`config.mk`:
```
export PLATFORM = sky130hd
export DESIGN_NAME = imm_encoder
export DESIGN_NICKNAME = d
export VERILOG_FILES = /design/src/rtl/imm_encoder_pkg.sv /design/src/rtl/imm_rotl.sv /design/src/rtl/imm_encoder.sv
export SDC_FILE = /design/constraint.sdc
export NUM_CORES = 1
export LEC_CHECK = 0
export CAP_MARGIN = 10
export CELL_PAD_IN_SITES_DETAIL_PLACEMENT = 0
export CELL_PAD_IN_SITES_GLOBAL_PLACEMENT = 1
export CORE_MARGIN = 2
export CORE_UTILIZATION = 40
export DETAILED_ROUTE_END_ITERATION = 8
export MAX_ROUTING_LAYER = met4
export PLACE_DENSITY_LB_ADDON = 0.1
export SLEW_MARGIN = 20
export SYNTH_ARGS = -nofsm -noshare
export SYNTH_HDL_FRONTEND = slang
export SYNTH_HIERARCHICAL = 1
export SYNTH_SLANG_ARGS = --single-unit
```
`constraint.sdc`:
```
create_clock -name clk -period 5.7 [get_ports clk]
set_input_delay 1.14 -clock clk [delete_from_list [all_inputs] [get_ports clk]]
set_output_delay 1.14 -clock clk [all_outputs]
set_load 0.01 [all_outputs]
```
`src/rtl/imm_encoder_pkg.sv`:
```
`default_nettype none
// ============================================================================
// Module      : imm_encoder_pkg
// Description : Shared constants and types for the rotated-immediate encoder.
//               The operand format is {rot[3:0], imm8[7:0]}, and its value is
//               ROR(imm8, ROT_STEP*rot).
// Revision    : 1.0 - initial release
// ============================================================================
package imm_encoder_pkg;

  // Bit positions per rotation count. This must match the decoder.
  localparam int ROT_STEP = 2;
  localparam int IMM_W    = 8;
  localparam int ROT_W    = 4;

  // Encoded operand. The packed order gives enc = {rot, imm8}.
  typedef struct packed {
    logic [ROT_W-1:0] rot;
    logic [IMM_W-1:0] imm8;
  } imm_enc_t;

  // Encoder states.
  localparam logic [1:0] ST_IDLE   = 2'd0;
  localparam logic [1:0] ST_SEARCH = 2'd1;
  localparam logic [1:0] ST_DONE   = 2'd2;

  typedef enum logic [1:0] {
    IDLE   = ST_IDLE,
    SEARCH = ST_SEARCH,
    DONE   = ST_DONE
  } state_e;

endpackage
`default_nettype wire

```
`src/rtl/imm_rotl.sv`:
```
`default_nettype none
// ============================================================================
// Module      : imm_rotl
// Description : Combinational rotate-left of a DATA_W-bit word by ROT_STEP*r.
//               It forms the trial word that the encoder tests on each cycle.
// Ports       : data_i  - word to rotate
//               rot_i   - rotation count r (0..15)
//               data_o  - ROL(data_i, ROT_STEP*r)
// Revision    : 1.0 - initial release
// ============================================================================
module imm_rotl #(
  parameter int DATA_W   = 32,
  parameter int ROT_STEP = 2
) (
  input  logic [DATA_W-1:0] data_i,
  input  logic [3:0]        rot_i,
  output logic [DATA_W-1:0] data_o
);
  import imm_encoder_pkg::*;

  localparam int SH_W = $clog2(2 * DATA_W);

  logic [SH_W-1:0]     w_shamt;
  logic [SH_W-1:0]     w_rsh;
  logic [2*DATA_W-1:0] w_dbl;

  assign w_shamt = SH_W'(ROT_STEP * int'(rot_i));
  // To rotate left by s, shift the doubled word right by (DATA_W - s) and keep
  // the low half. With s = 0 the shift is DATA_W, which returns data_i.
  assign w_rsh   = SH_W'(DATA_W) - w_shamt;
  assign w_dbl   = {data_i, data_i};
  assign data_o  = DATA_W'(w_dbl >> w_rsh);

endmodule
`default_nettype wire

```
`src/rtl/imm_encoder.sv`:
```
`default_nettype none
// ============================================================================
// Module      : imm_encoder
// Description : Iterative encoder for the 12-bit rotated-immediate format.
//               It tests one rotation per cycle, in ascending order, so the
//               smallest rot that represents the value is the one returned.
// Ports       : clk, reset          - clock and sync active-high reset
//               in_valid/in_ready   - request handshake (value)
//               out_valid/out_ready - result handshake
//               found               - 1 = encodable, 0 = unencodable
//               rot, imm8, enc      - result fields, enc = {rot, imm8}
// Revision    : 1.0 - initial release
// ============================================================================
module imm_encoder #(
  parameter int DATA_W   = 32,
  parameter int ROT_STEP = 2
) (
  input  logic              clk,
  input  logic              reset,
  input  logic              in_valid,
  output logic              in_ready,
  input  logic [DATA_W-1:0] value,
  output logic              out_valid,
  input  logic              out_ready,
  output logic              found,
  output logic [3:0]        rot,
  output logic [7:0]        imm8,
  output logic [11:0]       enc
);
  import imm_encoder_pkg::*;

  state_e            state_q, state_d;
  logic [DATA_W-1:0] value_q, value_d;
  logic [3:0]        r_q,     r_d;
  logic              found_q, found_d;
  imm_enc_t          res_q,   res_d;

  logic [DATA_W-1:0] w_trial;
  logic              w_hit;

  imm_rotl #(
    .DATA_W   (DATA_W),
    .ROT_STEP (ROT_STEP)
  ) u_rotl (
    .data_i (value_q),
    .rot_i  (r_q),
    .data_o (w_trial)
  );

  // The value is representable at rotation r if rotating it back leaves only
  // the low byte populated.
  assign w_hit = (w_trial[DATA_W-1:IMM_W] == '0);

  always_comb begin
    state_d = state_q;
    value_d = value_q;
    r_d     = r_q;
    found_d = found_q;
    res_d   = res_q;
    case (state_q)
      IDLE: begin
        // The previous result stays on the outputs until a new search ends.
        if (in_valid) begin
          value_d = value;
          r_d     = 4'd0;
          state_d = SEARCH;
        end
      end
      SEARCH: begin
        if (w_hit) begin
          found_d    = 1'b1;
          res_d.rot  = r_q;
          res_d.imm8 = w_trial[IMM_W-1:0];
          state_d    = DONE;
        end else if (r_q == 4'hF) begin
          found_d    = 1'b0;
          res_d.rot  = 4'd0;
          res_d.imm8 = 8'd0;
          state_d    = DONE;
        end else begin
          r_d = r_q + 4'd1;
        end
      end
      DONE: begin
        if (out_ready) begin
          state_d = IDLE;
        end
      end
      default: state_d = IDLE;
    endcase
  end

  always_ff @(posedge clk) begin
    if (reset) begin
      state_q <= IDLE;
      value_q <= '0;
      r_q     <= 4'd0;
      found_q <= 1'b0;
      res_q   <= '0;
    end else begin
      state_q <= state_d;
      value_q <= value_d;
      r_q     <= r_d;
      found_q <= found_d;
      res_q   <= res_d;
    end
  end

  assign in_ready  = (state_q == IDLE);
  assign out_valid = (state_q == DONE);
  assign found     = found_q;
  assign rot       = res_q.rot;
  assign imm8      = res_q.imm8;
  assign enc       = res_q;

endmodule
`default_nettype wire

```
==> results of run 1 <==
==> cells in the final DEF (no fill, tap or decap), drive strengths merged, types with 3 or more instances in the layout <==
cell / count
mux4: 3
mux2i: 45
inv: 5
o311ai: 4
clkdlybuf4s50: 61
nor2b: 3
buf: 10
a22oi: 19
a211o: 3
nor2: 29
clkbuf: 7
and2: 3
nor3: 15
a21oi: 52
nor4: 5
a211oi: 4
o21ai: 24
a221o: 3
nand2: 98
mux2: 32
or4: 3
nand3: 18
o22ai: 6
dfxtp: 51
a221oi: 6
==> final timing paths <==
path,depth (start not counted),start,end
setup / recovery,12,r_q[1]$_SDFFE_PP0P_,r_q[3]$_SDFFE_PP0P_
hold / removal,2,value_q[7]$_SDFFE_PP0P_,value_q[7]$_SDFFE_PP0P_
setup reg to reg,12,r_q[1]$_SDFFE_PP0P_,r_q[3]$_SDFFE_PP0P_
hold reg to reg,2,value_q[7]$_SDFFE_PP0P_,value_q[7]$_SDFFE_PP0P_
==> sequential cells by signal, indices dropped and copies added, names as in the netlist <==
register and flops:
value_q 32, imm8 8, r_q 4, rot 4, state_q 2, found 1
==> report_power, final <==
group	internal, uW	leakage (uW)	switching [uW]
combinational	189	0.00132	277
clock	133	0.0000558	127
sequential	374	0.000416	19.2
total	696	0.00179	422
==> critical path, stage by stage, from the launching register on <==
cell and delay [ns]:
dfxtp_1 0.53, inv_1 0.08, ha_1 0.28, xnor2_2 0.66
buf_4 0.33, mux2i_1 0.28, mux2i_1 0.17, a211o_1 0.34
or4_1 0.53, nor2_1 0.17, and2_1 0.54, o311ai_0 0.19
a31oi_1 0.17
==> metal layers <==
layer	vias up	GRT usage
li1	1924	-
met1	1901	0.319
met2	122	0.377
met3	28	0.0390
met4	0	0.0801
met5	-	-
==> cells by family after synthesis <==
| group | count (synthesis) | share of synthesized area |
|---|---|---|
| AOI/OAI and AO/OA | 139 | 0.224 |
| xor gates and xnor gates | 4 | 0.0107 |
| adders and majority gates | 2 | 0.00629 |
| buffers and inverters | 57 | 0.0805 |
| DFF | 51 | 0.257 |
| muxes | 80 | 0.222 |
| and+or+nand+nor | 182 | 0.200 |
==> stage by stage <==
stage	total power [uW]	std cells	area [sq um]	setup slack [ns]	util
floorplan	737	515	3980	1.68	-
global placement	859	666	4530	1.30	0.466
detailed placement	860	667	4550	1.34	0.467
CTS	1120	675	4660	1.30	0.479
global route	1180	675	4660	0.943	0.479
finish	1120	675	4660	1.32	0.479
==> cell type report <==
type	count	share of cell area
multi-input combinational	407	0.568
sequential	51	0.219
timing repair buffer	72	0.150
tap	133	0.0357
clock buffer	6	0.0156
clock inverter	2	0.00832
inverter	4	0.00322
==> results.md, run 1 <==
* Status: completed
* EDFF count, synth at 0
* Final Routed Wirelength at 12,600 um
* Clock Latency Late Sink at 0.32 ns
* Post-synth top area share at 0.257
* Num rows at 36
* Lkg Pwr at 0.00179 uW
* Filler cells at 1,026
* Worst setup SP type: flip-flop
* Area of the core at 9730 sq um
* Netlist cell types at 53
* Worst path required time at 5.92 ns
* # clock sinks at 51
* Number of remaining DRC errors at 0
* Hold/Removal Path Class: reg2reg
* Sequential share of the synthesized area at 0.257
* Global Route Usage Sum at 0.241
* Ys async rst share at 0
* PwrDens at 240 nW/um^2
* Die X-Extent at 104 um
* Routed via count at 3,975
* Synth Cell Area at 3980 sq um
* Largest cells by area after synthesis: dfxtp_1, mux2i_1, nand2_1, mux2_2, a21oi_1
* Post-synth net total at 553
* Drt wl/cell at 18.7 um
* Met3 wire len at 674 um
* Sequential cell area at 1020 sq um
* Initial Util at 0.409
* Worst clock skew at 0.0120 ns
* Post-synth top cells: nand2_1, a21oi_1, dfxtp_1, mux2i_1, mux2_2
* Post-synthesis cell count at 515
* Final setup viols at 0
* Syn avg cell area at 7.72 sq um
* FF+latch count, synth at 51
* Worst vdd ir at 133 uV
* Worst-path clk slew at 0.10 ns
* R2R Setup Slk at 1.32 ns
* WL met2 at 5790 um
* Share of post-route cells with drive strength above 1 at 0.113
* Final #Nets at 579
* Largest net degree at the start of global routing at 53
* Post-DP HPWL at 9300 um
* Crit share post-route at 0.769
* Initial antenna violation count at 0
* CTS Buf Count at 5
* Post-layout min period at 4.38 ns
* Starting DRC count in detailed routing at 343
* Slew headroom at 0.287
* Die area at 10,800 sq um
* Clock H-tree levels at 2
* First-pass GRT wire length at 20,300 um
* Area growth, synth to finish at 17.1%
* Postcts setup bufs at 0
* RSZ-0062 raised after global routing: false
* Vias per Instance at 5.89
* Die height at 104 um
* Top FF cell, synth: dfxtp_1
* First drt pass iteration count at 5
* Max Freq at 228 MHz
* CP max FO at 19
* Synth warn at 6
* Hold buffer count at CTS at 0
* Largest area contributor in the netlist: dfxtp_1
* Clk root buf: clkbuf_8
* Worst-Margin Slew at 1.07 ns
* Vias in the first global route at 3,781
* Antenna Nets Post-Route at 0
* Total gr overflow at 0
* Diode count at 0
* Max-slew violations at 0
* Number of I/O port buffers at 62
* Clock Path Buffers at 2
* CP arrival at 4.61 ns
* Area of the multi-input gates at 2650 sq um
* CTS tree: yes
* Crit Path Class: reg2reg
* Critical path capture point type: flip-flop
* Hold_ws at 0.475 ns
* I/O Pins at 63
* Wl on met1 at 5810 um
* Max_cap viols at 0
* Endpoints failing hold at 0
* Post-CTS Resized at 0
* Setup_tns at 0 ns
* Top Metal Used: met4
* Final GP Congestion at 0.866
* Most frequent cell after synthesis: nand2_1
Note: power is estimated with default switching activity, not from simulation.
==> run 2, diff against run 1 <==
clock period = 4.3 ns   (was 5.7 ns; I/O delays follow)
==> run 2 against run 1 <==
  * Utilization is 0.93 points higher
  * Non-clock buffer count is 7 higher
  * Largest cell class unchanged
  * Clock power up 34%
  * Critical path type unchanged
  * Die area did not move
  * Maximum frequency up 15%
  * Clock-buffer cell count stayed put
==> results.md, run 2 (synthesized netlist as in run 1, its figures left out) <==
* Status: completed
* Antenna Nets Post-Route at 0
* Max reg flops at 32
* Diode count at 0
* Post-CTS Resized at 0
* Die area at 10,800 sq um
* Endpoints failing hold at 0
* CTS Buf Count at 5
* Setup_tns at 0 ns
* Worst setup SP type: flip-flop
* Worst-Margin Slew at 1.07 ns
* Hold buffer count at CTS at 0
* Critical hold path startpoint: value_q[5]$_SDFFE_PP0P_
* PwrDens at 319 nW/um^2
* Most common cell after layout, fill and taps aside: nand2_1
* Hold/Removal Path Class: reg2reg
* Vias per Instance at 5.88
* Post-DP HPWL at 9520 um
* Clock Path Buffers at 2
* Final #Nets at 586
* Max Freq at 263 MHz
* Clock Latency Late Sink at 0.31 ns
* Worst-path clk slew at 0.10 ns
* Fin util at 0.488
* Routed via count at 4,011
* Non-Filler Instances at 682
* Initial Util at 0.409
* CP max FO at 43
* Worst clock skew at 0.0123 ns
* Max_cap viols at 0
* Num rows at 36
* Worst r2r dst: r_q[1]$_SDFFE_PP0P_
* CP arrival at 3.99 ns
* Area growth, synth to finish at 19.4%
* Number of remaining DRC errors at 0
* Global Route Usage Sum at 0.245
* Die X-Extent at 104 um
* Worst R2R Path Depth at 13
* Number of I/O port buffers at 62
* Final GP Congestion at 0.928
* Inst Count DP at 673
* Die height at 104 um
* Clock H-tree levels at 2
* Final setup viols at 0
* Post-layout min period at 3.81 ns
* R2R Setup Slk at 0.49 ns
* CTS tree: yes
* Total gr overflow at 0
* Hold path endpoint: value_q[5]$_SDFFE_PP0P_
* Vias in the first global route at 3,823
* Postcts setup bufs at 0
* Share of post-route cells with drive strength above 1 at 0.126
* Reg-to-reg startpoint: r_q[0]$_SDFFE_PP0P_
* Largest net degree at the start of global routing at 53
* RSZ-0062 raised after global routing: false
* Lkg Pwr at 0.00184 uW
* Starting DRC count in detailed routing at 295
* Largest Register: value_q
* First-pass GRT wire length at 20,800 um
* Max-slew violations at 0
* Initial antenna violation count at 0
* Critical path capture point type: flip-flop
* Drt wl/cell at 18.8 um
* Most frequent cells in the layout: nand2_1, clkdlybuf4s50_1, a21oi_1, dfxtp_1, mux2i_1
* Final Routed Wirelength at 12,800 um
* I/O Pins at 63
* Slew headroom at 0.288
* Clk root buf: clkbuf_8
* Worst vdd ir at 138 uV
* Crit Path Class: reg2reg
* # clock sinks at 51
* Hold path cells at 2
* Crit share post-route at 0.885
* First drt pass iteration count at 6
* Worst path required time at 4.48 ns
* Area of the core at 9730 sq um
## run 2: changes by cell type in the layout (fill, tap and decap cells not counted)
cell,previous run,this run
buf_4,9,14
buf_12,0,2
a21oi_1,50,51
a21oi_2,2,1
and2_1,3,2
and2_2,0,1
buf_16,0,1
buf_8,1,0
nand2_1,98,97
nand2_2,0,1
## run 2: final cells by class
type | count | area, sq um
clock buffers | 6 | 72.6
clock inverters | 2 | 38.8
fillers | 1006 | 4980
inverters | 4 | 15.0
multi-input cells | 407 | 2650
flip-flops and latches | 51 | 1020
well taps | 133 | 166
repair buffers | 79 | 788
## run 2: where the power goes
part / switching [uW] / leakage [uW] / internal, uW
sequential: 24.9 / 0.000416 / 496
clock: 171 / 0.0000558 / 176
combinational: 381 / 0.00137 / 268
## run 2: metrics by stage
| step | total power [uW] | area (sq um) | hold WS (ns) | setup slack [ns] |
|---|---|---|---|---|
| 4_1_cts | 1520 | 4720 | 0.476 | 0.479 |
| 3_3_place_gp | 1170 | 4610 | 0.460 | 0.419 |
| 3_5_place_dp | 1170 | 4610 | 0.463 | 0.512 |
| 2_1_floorplan | 977 | 3980 | 0.443 | 0.283 |
| 5_1_grt | 1610 | 4750 | 0.502 | 0.235 |
| 6_report | 1520 | 4750 | 0.475 | 0.493 |
## run 2: worst max path at each step
stage	startpoint	to	cells past startpoint	slack, ns
6_report	r_q[0]$_SDFFE_PP0P_	r_q[1]$_SDFFE_PP0P_	13	0.49
5_1_grt	r_q[1]$_SDFFE_PP0P_	imm8[4]$_SDFFE_PP0P_	13	0.23
4_1_cts	r_q[0]$_SDFFE_PP0P_	r_q[1]$_SDFFE_PP0P_	13	0.48
3_5_place_dp	r_q[0]$_SDFFE_PP0P_	r_q[1]$_SDFFE_PP0P_	13	0.51
3_3_place_gp	r_q[0]$_SDFFE_PP0P_	r_q[1]$_SDFFE_PP0P_	13	0.42
2_1_floorplan	r_q[0]$_SDFFE_PP0P_	r_q[2]$_SDFFE_PP0P_	18	0.28
## run 2: worst max-delay path, stage by stage (launching register included)
cell      delay (ns)
dfxtp_1         0.34
inv_1           0.05
ha_1            0.31
buf_12          0.25
mux2_2          0.44
mux2_2          0.31
mux2_2          0.31
a22oi_1         0.22
nand2_1         0.09
nor4_1          0.34
and4_1          0.30
a21oi_1         0.32
o211ai_1        0.29
a21oi_1         0.10
## run 2: per-layer routing
layer / track usage / vias up / routed length [um] / share of wire
met5: - / - / 0 / 0
met4: 0.0627 / 0 / 312 / 0.024
met3: 0.0371 / 20 / 531 / 0.042
met2: 0.395 / 125 / 6030 / 0.47
met1: 0.324 / 1921 / 5910 / 0.46
li1: - / 1945 / - / -
